<file path="config.mk">
export PLATFORM = sky130hd
export DESIGN_NAME = data_mem_write_buffer
export DESIGN_NICKNAME = d
export VERILOG_FILES = /design/src/rtl/data_mem_write_buffer_pkg.sv /design/src/rtl/data_mem_write_buffer_wb_fifo_cam.sv /design/src/rtl/data_mem_write_buffer.sv
export SDC_FILE = /design/constraint.sdc
export NUM_CORES = 1
export LEC_CHECK = 0
export ABC_AREA = 1
export CORE_ASPECT_RATIO = 1.1
export CORE_MARGIN = 2
export CORE_UTILIZATION = 30
export DETAILED_ROUTE_END_ITERATION = 16
export SYNTH_ARGS = -nofsm -noshare
export SYNTH_HDL_FRONTEND = slang
export SYNTH_SLANG_ARGS = --single-unit
</file>
<file path="constraint.sdc">
create_clock -name CLK -period 6.6 [get_ports CLK]
set_input_delay 0.99 -clock CLK [delete_from_list [all_inputs] [get_ports CLK]]
set_output_delay 0.99 -clock CLK [all_outputs]
set_load 0.05 [all_outputs]
</file>
<file path="src/rtl/data_mem_write_buffer_pkg.sv">
// Shared widths and FSM encoding for the data-memory posted-write buffer.
// Imported by the buffer top level and its FIFO/CAM.
package data_mem_write_buffer_pkg;

    localparam int MEM_ADDR_W = 6;
    localparam int MEM_DATA_W = 32;

    typedef enum logic [1:0] {
        ST_IDLE  = 2'd0,
        ST_DRAIN = 2'd1,
        ST_READ  = 2'd2,
        ST_RDONE = 2'd3
    } state_t;

endpackage

</file>
<file path="src/rtl/data_mem_write_buffer_wb_fifo_cam.sv">
// Posted-write FIFO with a parallel address CAM.
// Returns youngest hit for reads and a merge target that skips the locked head.
module wb_fifo_cam
    import data_mem_write_buffer_pkg::*;
#(
    parameter int DEPTH  = 4,
    parameter int ADDR_W = MEM_ADDR_W,
    parameter int DATA_W = MEM_DATA_W,
    localparam int PTR_W = $clog2(DEPTH)
) (
    input  logic              clk,
    input  logic              rst_n,
    input  logic              enq,
    input  logic              merge,
    input  logic              pop,
    input  logic              lock,
    input  logic [ADDR_W-1:0] look_addr,
    input  logic [DATA_W-1:0] wr_data,
    output logic              hit,
    output logic [DATA_W-1:0] hit_data,
    output logic              merge_hit,
    output logic [ADDR_W-1:0] head_addr,
    output logic [DATA_W-1:0] head_data,
    output logic [PTR_W:0]    count,
    output logic              full
);

    logic [ADDR_W-1:0] addr_q [DEPTH];
    logic [DATA_W-1:0] data_q [DEPTH];
    logic [DEPTH-1:0]  valid;
    logic [PTR_W-1:0]  head;
    logic [PTR_W-1:0]  tail;
    logic [PTR_W-1:0]  hit_idx;
    logic [PTR_W-1:0]  merge_idx;
    logic [PTR_W-1:0]  idx;

    // Scan oldest to youngest so the last match wins.
    always_comb begin
        hit       = 1'b0;
        merge_hit = 1'b0;
        hit_idx   = head;
        merge_idx = head;
        idx       = head;
        for (int i = 0; i < DEPTH; i++) begin
            idx = head + PTR_W'(i);
            if (valid[idx] && addr_q[idx] == look_addr) begin
                hit     = 1'b1;
                hit_idx = idx;
                if (!(lock && i == 0)) begin
                    merge_hit = 1'b1;
                    merge_idx = idx;
                end
            end
        end
    end

    assign hit_data  = data_q[hit_idx];
    assign head_addr = addr_q[head];
    assign head_data = data_q[head];
    assign full      = (count == (PTR_W+1)'(DEPTH));

    always_ff @(posedge clk) begin
        if (enq) begin
            addr_q[tail] <= look_addr;
            data_q[tail] <= wr_data;
        end else if (merge) begin
            data_q[merge_idx] <= wr_data;
        end
    end

    always_ff @(posedge clk or negedge rst_n) begin
        if (!rst_n) begin
            valid <= '0;
            head  <= '0;
            tail  <= '0;
            count <= '0;
        end else begin
            if (pop) begin
                valid[head] <= 1'b0;
                head        <= head + 1'b1;
            end
            if (enq) begin
                valid[tail] <= 1'b1;
                tail        <= tail + 1'b1;
            end
            count <= count + {{PTR_W{1'b0}}, enq}
                           - {{PTR_W{1'b0}}, pop};
        end
    end

endmodule

</file>
<file path="src/rtl/data_mem_write_buffer.sv">
// Posted-write buffer between the data cache memory port and data memory.
// Writes post in one cycle and drain in the background; read misses go first.
module data_mem_write_buffer
    import data_mem_write_buffer_pkg::*;
#(
    parameter int DEPTH  = 4,
    parameter int ADDR_W = MEM_ADDR_W,
    parameter int DATA_W = MEM_DATA_W
) (
    input  logic              CLK,
    input  logic              RESET_N,
    input  logic              C_READ,
    input  logic              C_WRITE,
    input  logic [ADDR_W-1:0] C_ADDRESS,
    input  logic [DATA_W-1:0] C_WRITE_DATA,
    output logic [DATA_W-1:0] C_READ_DATA,
    output logic              C_BUSY_WAIT,
    output logic              M_READ,
    output logic              M_WRITE,
    output logic [ADDR_W-1:0] M_ADDRESS,
    output logic [DATA_W-1:0] M_WRITE_DATA,
    input  logic [DATA_W-1:0] M_READ_DATA,
    input  logic              M_BUSY_WAIT,
    output logic              WB_EMPTY
);

    localparam int PTR_W = $clog2(DEPTH);

    state_t              state;
    state_t              state_next;
    logic                hit;
    logic [DATA_W-1:0]   hit_data;
    logic                merge_hit;
    logic [ADDR_W-1:0]   head_addr;
    logic [DATA_W-1:0]   head_data;
    logic [PTR_W:0]      count;
    logic                full;
    logic                enq;
    logic                merge;
    logic                pop;
    logic                done;
    logic                read_miss;
    logic [DATA_W-1:0]   rd_q;

    wb_fifo_cam #(
        .DEPTH (DEPTH),
        .ADDR_W(ADDR_W),
        .DATA_W(DATA_W)
    ) u_cam (
        .clk      (CLK),
        .rst_n    (RESET_N),
        .enq      (enq),
        .merge    (merge),
        .pop      (pop),
        .lock     (state == ST_DRAIN),
        .look_addr(C_ADDRESS),
        .wr_data  (C_WRITE_DATA),
        .hit      (hit),
        .hit_data (hit_data),
        .merge_hit(merge_hit),
        .head_addr(head_addr),
        .head_data(head_data),
        .count    (count),
        .full     (full)
    );

    assign done      = (M_READ || M_WRITE) && !M_BUSY_WAIT;
    assign pop       = (state == ST_DRAIN) && M_WRITE && !M_BUSY_WAIT;
    assign read_miss = C_READ && !C_WRITE && !hit;
    assign WB_EMPTY  = (count == '0) && (state != ST_DRAIN);

    always_ff @(posedge CLK or negedge RESET_N) begin
        if (!RESET_N) state <= ST_IDLE;
        else          state <= state_next;
    end

    always_comb begin
        state_next = state;
        unique case (state)
            ST_IDLE: begin
                if (read_miss)          state_next = ST_READ;
                else if (count != '0)   state_next = ST_DRAIN;
            end
            ST_DRAIN: begin
                if (!M_WRITE && read_miss) begin
                    state_next = ST_READ;
                end else if (pop) begin
                    if (read_miss)
                        state_next = ST_READ;
                    else if (count != {{PTR_W{1'b0}}, 1'b1} || enq)
                        state_next = ST_DRAIN;
                    else
                        state_next = ST_IDLE;
                end
            end
            ST_READ:  if (M_READ && done) state_next = ST_RDONE;
            ST_RDONE: state_next = ST_IDLE;
            default:  state_next = ST_IDLE;
        endcase
    end

    always_comb begin
        enq         = 1'b0;
        merge       = 1'b0;
        C_BUSY_WAIT = 1'b0;
        C_READ_DATA = '0;
        if (C_WRITE) begin
            merge       = merge_hit;
            enq         = !merge_hit && (!full || pop);
            C_BUSY_WAIT = !(merge_hit || !full || pop);
        end else if (C_READ) begin
            if (state == ST_RDONE) C_READ_DATA = rd_q;
            else if (hit)          C_READ_DATA = hit_data;
            else                   C_BUSY_WAIT = 1'b1;
        end
    end

    // Requests drop on the completion edge and re-issue a cycle later.
    always_ff @(posedge CLK or negedge RESET_N) begin
        if (!RESET_N) begin
            M_READ       <= 1'b0;
            M_WRITE      <= 1'b0;
            M_ADDRESS    <= '0;
            M_WRITE_DATA <= '0;
            rd_q         <= '0;
        end else begin
            assert (!(C_READ && C_WRITE))
                else $error("write buffer: C_READ and C_WRITE both high");
            case (state)
                ST_DRAIN: begin
                    if (M_WRITE) begin
                        if (done) M_WRITE <= 1'b0;
                    end else if (state_next == ST_DRAIN) begin
                        M_WRITE      <= 1'b1;
                        M_ADDRESS    <= head_addr;
                        M_WRITE_DATA <= head_data;
                    end
                end
                ST_READ: begin
                    if (M_READ) begin
                        if (done) begin
                            M_READ <= 1'b0;
                            rd_q   <= M_READ_DATA;
                        end
                    end else begin
                        M_READ    <= 1'b1;
                        M_ADDRESS <= C_ADDRESS;
                    end
                end
                default: ;
            endcase
        end
    end

endmodule

</file>
==> impl_metrics.csv, run 1 <==
group,metric,value,unit
timing,maxSlewHeadroom,32.6,%
clocking,clk_pin_slew,60,ps
placement,place_congestion,0.920,
floorplan,rows,77,
drt,drtPass1Iterations,5,
floorplan,dieArea,42600,um^2
drt,via_per_inst,4.94,
global_route,grt_usage,17.3,%
global_route,antenna_found_initial,5,
timing,worst_pin_slew,1010,ps
yosys,yosysTopAreaCellShare,37.1,%
yosys,synth-adder-area-share,1.18,%
drt,route.detailed.drc,0,
yosys,yosysTopAreaCell,"edfxtp_1",
yosys,synth_top_family_by_area,"simple AND/OR/NAND/NOR gates",
clocking,cts_root_buffer,"clkbuf_16",
outcome,outcome,"completed",
yosys,synthSimpleGateAreaFrac,27.7,%
timing,fmax,165,MHz
setup_path,startpoint_type,"flip-flop",
timing,final-hold-violation-count,0,
timing,setup_viol,0,
floorplan,ios,149,
drt,vias,10400,
drt,detail-route-antenna-nets,0,
placement,io_buffer_count,148,
yosys,synth_compound_area_share,9.26,%
drt,drt_iter0_markers,742,
floorplan,core-area,40300,um^2
floorplan,die_w,197,um
clocking,cts_buffers,27,
yosys,synth_edf_count,152,
yosys,synth.avg_cell_area,8.46,um^2
clocking,clkLatencyLatePin,550,ps
timing,fin_crit,6060,ps
timing,final.setup_skew,17.0,ps
timing,totalNegativeSetupSlack,0,ps
yosys,synth_xor_area_share,0.427,%
yosys,synth_top_flop_cell,"edfxtp_1",
power,peakVddDrop,0.241,mV
setup_path,reg2reg_slack,1540,ps
final_layout,layout_common_cells,"nand2_1 (498), edfxtp_1 (152), o21ai_0 (147), nand3_1 (139), clkdlybuf4s50_1 (124)",
setup_path,required,5610,ps
power,leakagePower,6.40,nW
global_route,grt_pass1_vias,10200,
setup_path,crit_start,"u_cam.head[0]",
placement,dp_hpwl,23.9,mm
clocking,clock-sinks,237,
global_route,grt.overflow.total,0,
yosys,yosysUniqueCellTypes,34,
clocking,cts_setup_buffers,0,
yosys,yosysSeqAreaShare,54.4,%
final_layout,drive_above_1_share,7.38,%
global_route,grt_max_degree,97,
drt,wl_per_cell,17.7,um
setup_path,reg2reg_from,"u_cam.head[0]",
yosys,muxShareOfSynthArea,0,%
yosys,syn-num-nets,1539,
yosys,yosysWarnings,0,
clocking,cts_tree,"yes",
yosys,synthArstFlopShare,35.9,%
yosys,synth-seq-cells,237,
final_layout,nFillCells,3977,
drt,finalWirelength,37.1,mm
setup_path,rr_worst_depth,20,
timing,rsz0062_at_grt,"no",
setup_path,critPathKind,"flip-flop to output pin",
clocking,clk_path_buf_depth,3,
yosys,netlist_area,12300,um^2
final_layout,syn2layout_area_growth,23.4,%
timing,timing.final.crit_share,91.9,%
global_route,grt_pass1_wl,57.3,mm
floorplan,start_util,30.5,%
power,powerDensity,527,nW/um^2
clocking,hold_buffers,0,
final_layout,final_nets,1650,
timing,slew_violations,0,
setup_path,worst_ep_arrival_time,5070,ps
final_layout,layout.cells.most_common,"nand2_1",
setup_path,crit_fanout,45,
floorplan,die_h,216,um
flow_run,cap_violations,0,
setup_path,r2r_end,"u_cam.data_q[0][16]",
yosys,syn_inst,1453,
clocking,cts.repair.resized,0,
worst_hold_path,hp-class,"input port to asynchronous set/reset pin",
timing,hold_slack,425,ps
yosys,synthTopCellsByArea,"edfxtp_1 (37%), dfrtp_1 (17%), nand2_1 (15%)",
clocking,h-tree-depth,1,
setup_path,cp-end-kind,"output pin",
==> cell families after synthesis <==
| family | Yosys count |
|---|---|
| AOI/OAI and AO/OA | 224 |
| xor gates and xnor gates | 6 |
| adders and majority gates | 11 |
| buffers and inverters | 194 |
| DFF | 237 |
| and+or+nand+nor | 781 |
==> synth_stat cells, types with 3 or more instances <==
library cell	count
nand2_2	3
ha_1	10
inv_2	3
nand2_1	501
nand3_1	140
xor2_1	4
inv_1	104
edfxtp_1	152
dfrtp_1	85
nor2_1	58
nor3_1	4
a21oi_1	70
nand4_1	4
buf_2	28
nand3b_1	64
buf_4	6
buf_6	10
clkbuf_1	37
o21ai_0	147
buf_1	5
==> how the worst max path moves through the flow <==
stage                       to  slack (ps)  cells after the start
6_report       C_READ_DATA[31]         540                     21
5_1_grt         C_READ_DATA[1]         100                     21
4_1_cts         C_READ_DATA[3]         530                     21
3_5_place_dp   C_READ_DATA[17]         830                     18
3_3_place_gp   C_READ_DATA[17]         910                     18
2_1_floorplan  C_READ_DATA[11]        1620                     23
==> worst max-delay path: stages (launching register included) <==
cell and delay, ps:
dfrtp_2 430, inv_6 210, ha_1 280, buf_4 210
inv_2 330, nand3_1 160, nand3_1 100, nand2_1 50
nor2_1 140, nand2_1 110, nor2_2 160, nand2_1 110
nand2_1 100, nand2_2 300, nand2_2 490, buf_4 540
nand2_1 110, nand3_1 100, nand2_1 50, nand2_1 130
a21oi_1 170, buf_12 230
==> final cells by class <==
type                    count  area [um^2]  area share, %
repair buffers            168         1670           11.0
well taps                 513          642           4.23
clock inverters            21          256           1.69
diodes                      1         2.50         0.0165
clock buffers              29          693           4.57
inverters                 108          410           2.71
multi-input cells        1022         4800           31.6
flip-flops and latches    237         6690           44.1
==> power breakdown <==
part | internal, mW | total, mW | switching (mW)
Sequential | 2.14 | 2.40 | 0.268
Combinational | 1.18 | 4.00 | 2.83
Clock | 0.961 | 1.59 | 0.629
Total | 4.27 | 8.00 | 3.72
==> layer usage <==
| layer | track usage (%) | up-vias | share of wire (%) |
|---|---|---|---|
| met5 | 0 | - | 0.12 |
| met4 | 6.07 | 6 | 2.9 |
| met3 | 3.63 | 79 | 6.6 |
| met2 | 29.6 | 315 | 48 |
| met1 | 21.6 | 4940 | 42 |
| li1 | - | 5036 | - |
==> state kept, by name, summed over array words and instances, names as in the netlist <==
register / cells
u_cam.data_q: 128
M_WRITE_DATA: 32
rd_q: 32
u_cam.addr_q: 24
M_ADDRESS: 6
u_cam.valid: 4
u_cam.count: 3
state: 2
u_cam.head: 2
u_cam.tail: 2
M_READ: 1
M_WRITE: 1
==> metrics by stage <==
step           util [%]  worst slack [ps]  total power, mW  instance area, um^2  instances
3_5_place_dp       35.3               829             6.44                14200       2048
5_1_grt            37.7              95.6             8.59                15200       2098
2_1_floorplan         -              1620             5.23                12300       1453
3_3_place_gp       35.3               908             6.38                14200       2048
4_1_cts            37.7               530             8.05                15200       2098
6_report           37.7               537             8.00                15200       2099
Note: power is estimated with default switching activity, not from simulation.
==> run 2: changes to the inputs <==
SYNTH_HIERARCHICAL = 1   (was default)
==> run 2 against run 1 <==
Register-to-register slack gained 150 ps. Power grew 4.5%. Clock skew grew 4.2 ps. Sequential share of layout area shrank 1.6 points. Design area grew 3.7%. Die area grew 1.9%. First-iteration DRC count grew 36%. Sequential power shrank 2%. Critical path type unchanged. Critical endpoint is now C_READ_DATA[22].
==> impl_metrics.csv, run 2 <==
group,metric,value,unit
power,swShare,47.3,%
floorplan,start_util,30.4,%
yosys,synth_top_flop_cell,"edfxtp_1",
drt,route.detailed.drc,0,
setup_path,reg2reg_from,"u_cam/head[0]",
yosys,yosysTopAreaCellShare,36.4,%
setup_path,required,5610,ps
global_route,grt_pass1_wl,62.6,mm
final_layout,drive_above_1_share,8.05,%
yosys,netlist_area,12500,um^2
yosys,yosysSeqAreaShare,53.4,%
placement,io_buffer_count,148,
timing,fmax,172,MHz
clocking,clock-sinks,237,
yosys,yosysUniqueCellTypes,37,
power,p_total,8.36,mW
yosys,synth.avg_cell_area,8.30,um^2
drt,drt_iter0_markers,1012,
timing,final-hold-violation-count,0,
global_route,antenna_found_initial,7,
timing,totalNegativeSetupSlack,0,ps
timing,slew_violations,0,
setup_path,cp-end-kind,"output pin",
drt,via_per_inst,4.95,
setup_path,reg2reg_slack,1690,ps
power,leakagePower,6.83,nW
floorplan,die_h,218,um
yosys,synth-seq-cells,237,
drt,drtPass1Iterations,5,
timing,maxSlewHeadroom,26.1,%
setup_path,cp_slowest_cell,"buf_4",
setup_path,slowest_delay,820,ps
final_layout,layout.cells.most_common,"nand2_1",
yosys,yosysTopAreaCell,"edfxtp_1",
setup_path,worst-path-buf-inv,3,
power,power.switching,3.95,mW
yosys,synthArstFlopShare,35.9,%
final_layout,final_nets,1703,
flow_run,cap_violations,0,
drt,detail-route-antenna-nets,0,
outcome,outcome,"completed",
floorplan,ios,149,
global_route,grt_pass1_vias,11100,
power,peakVddDrop,0.274,mV
drt,wl_per_cell,18.3,um
timing,rsz0062_at_grt,"no",
timing,timing.final.crit_share,88.2,%
yosys,yosysWarnings,6,
final_layout,layout_common_cells,"nand2_1 (485), nand3_1 (205), edfxtp_1 (152), inv_1 (139), clkdlybuf4s50_1 (114)",
final_layout,top_register,"u_cam/data_q",
setup_path,cp_common_cell,"nand2_1",
drt,finalWirelength,40.4,mm
floorplan,die_w,199,um
yosys,syn-num-nets,1596,
clocking,cts_tree,"yes",
clocking,cts_setup_buffers,0,
yosys,synthTopCellsByArea,"edfxtp_1 (36%), dfrtp_1 (17%), nand2_1 (15%)",
setup_path,cp_num_cells,17,
timing,worst_pin_slew,1110,ps
global_route,grt_max_degree,99,
setup_path,rr_worst_depth,18,
timing,final.setup_skew,21.2,ps
clocking,cts_buffers,28,
floorplan,core-area,41200,um^2
power,power.share.clock,19.9,%
setup_path,worst_ep_arrival_time,4830,ps
setup_path,crit_chain,"buf_4, nand2_1, nand3_1, nand2_1, nand2_1, nand2_1, nor2_1, nand4_1, nor3_1, nand2_1, nand2_1, buf_4, nand3_1, nand2_1, nand3_1, a21oi_1, buf_12",
final_layout,largest_registers,"u_cam/data_q: 128 flops, M_WRITE_DATA: 32 flops, rd_q: 32 flops",
power,p_seq_share,28.2,%
setup_path,crit_family,"simple AND/OR/NAND/NOR gates",
power,comb_power_share,51.9,%
worst_hold_path,hp-class,"input port to asynchronous set/reset pin",
final_layout,largest_reg_flops,128,
yosys,synth_edf_count,152,
clocking,clkLatencyLatePin,570,ps
setup_path,r2r_end,"M_WRITE_DATA[21]",
power,internal_power,4.41,mW
yosys,synth_common_cells,"nand2_1 (485), nand3_1 (205), edfxtp_1 (152)",
yosys,syn_inst,1510,
yosys,synth_most_common_cell,"nand2_1",
setup_path,crit_fanout,98,
clocking,hold_buffers,0,
clocking,cts.repair.resized,0,
floorplan,rows,78,
clocking,cts_root_buffer,"clkbuf_16",
setup_path,crit_start,"u_cam/head[0]",
drt,vias,10900,
setup_path,critPathKind,"flip-flop to output pin",
timing,setup_viol,0,
clocking,clk_pin_slew,60,ps
clocking,h-tree-depth,1,
setup_path,startpoint_type,"flip-flop",
global_route,grt.overflow.total,0,
timing,fin_crit,5820,ps
placement,dp_hpwl,25.3,mm
placement,place_congestion,0.898,
clocking,clk_path_buf_depth,3,
global_route,grt_usage,18.7,%
power,powerDensity,531,nW/um^2
final_layout,syn2layout_area_growth,25.5,%
floorplan,dieArea,43400,um^2
## run 2: power by group through the flow
stage	Clock (mW)	Sequential (mW)	Combinational, mW
final	1.66	2.35	4.34
after detailed placement	0	2.37	4.31
after global placement	0	2.37	4.28
after global routing	1.76	2.41	4.79
after CTS	1.70	2.36	4.33
after floorplan	0	2.71	2.65
## run 2: worst max path at each step
stage                                     to
after floorplan           u_cam/data_q[1][0]
after global placement       C_READ_DATA[22]
after detailed placement     C_READ_DATA[25]
after CTS                    C_READ_DATA[25]
after global routing         C_READ_DATA[23]
final                        C_READ_DATA[22]
## run 2: metal layers
metal / up-vias / share of wire, % / GRT usage [%]
li1: 5197 / - / -
met1: 5184 / 42 / 24.1
met2: 437 / 46 / 30.2
met3: 98 / 7.9 / 4.21
met4: 4 / 3.5 / 8.06
met5: - / 0.057 / 0
## run 2: through the flow
step	hold slack, ps	worst slack, ps	util [%]	area [um^2]	std cells
finish	322	779	38.2	15700	2204
global route	316	424	38.2	15700	2203
CTS	301	817	38.2	15700	2199
detailed placement	459	1190	35.7	14700	2147
global placement	457	1240	35.7	14700	2147
floorplan	441	1160	-	12500	1510
## run 2: layout make-up
class | count | area (um^2)
fillers | 4131 | 25500
flip-flops and latches | 237 | 6690
multi-input cells | 1037 | 4810
repair buffers | 170 | 1970
clock buffers | 33 | 759
well taps | 560 | 701
inverters | 143 | 537
clock inverters | 19 | 243
diodes | 5 | 12.5
## run 2: worst reg2reg max path: stages, from the launching register on
cell and delay (ps):
dfrtp_2 400, inv_2 60, buf_4 750, nand2_1 170
nand3_1 130, o21ai_0 160, xor2_1 220, nor4_1 390
nand2_1 100, nand3_1 80, buf_4 410, inv_1 90
nand3_1 160, nand2_1 70, nand2_1 110, nand2_4 290
nor2_4 880, nand2_1 250, nand2_1 140
## run 2: logic make-up after synthesis
family          synth area share (%)
xor+xnor                       0.419
compound gates                  7.82
fa+ha+maj                       1.16
buf+inv                         8.32
flops                           53.4
simple gates                    28.9
==> run 3: changes to the inputs <==
CAP_MARGIN = 20   (was default)
==> results of run 3 <==
Final layout, timing and power as in run 2 (identical DEF).
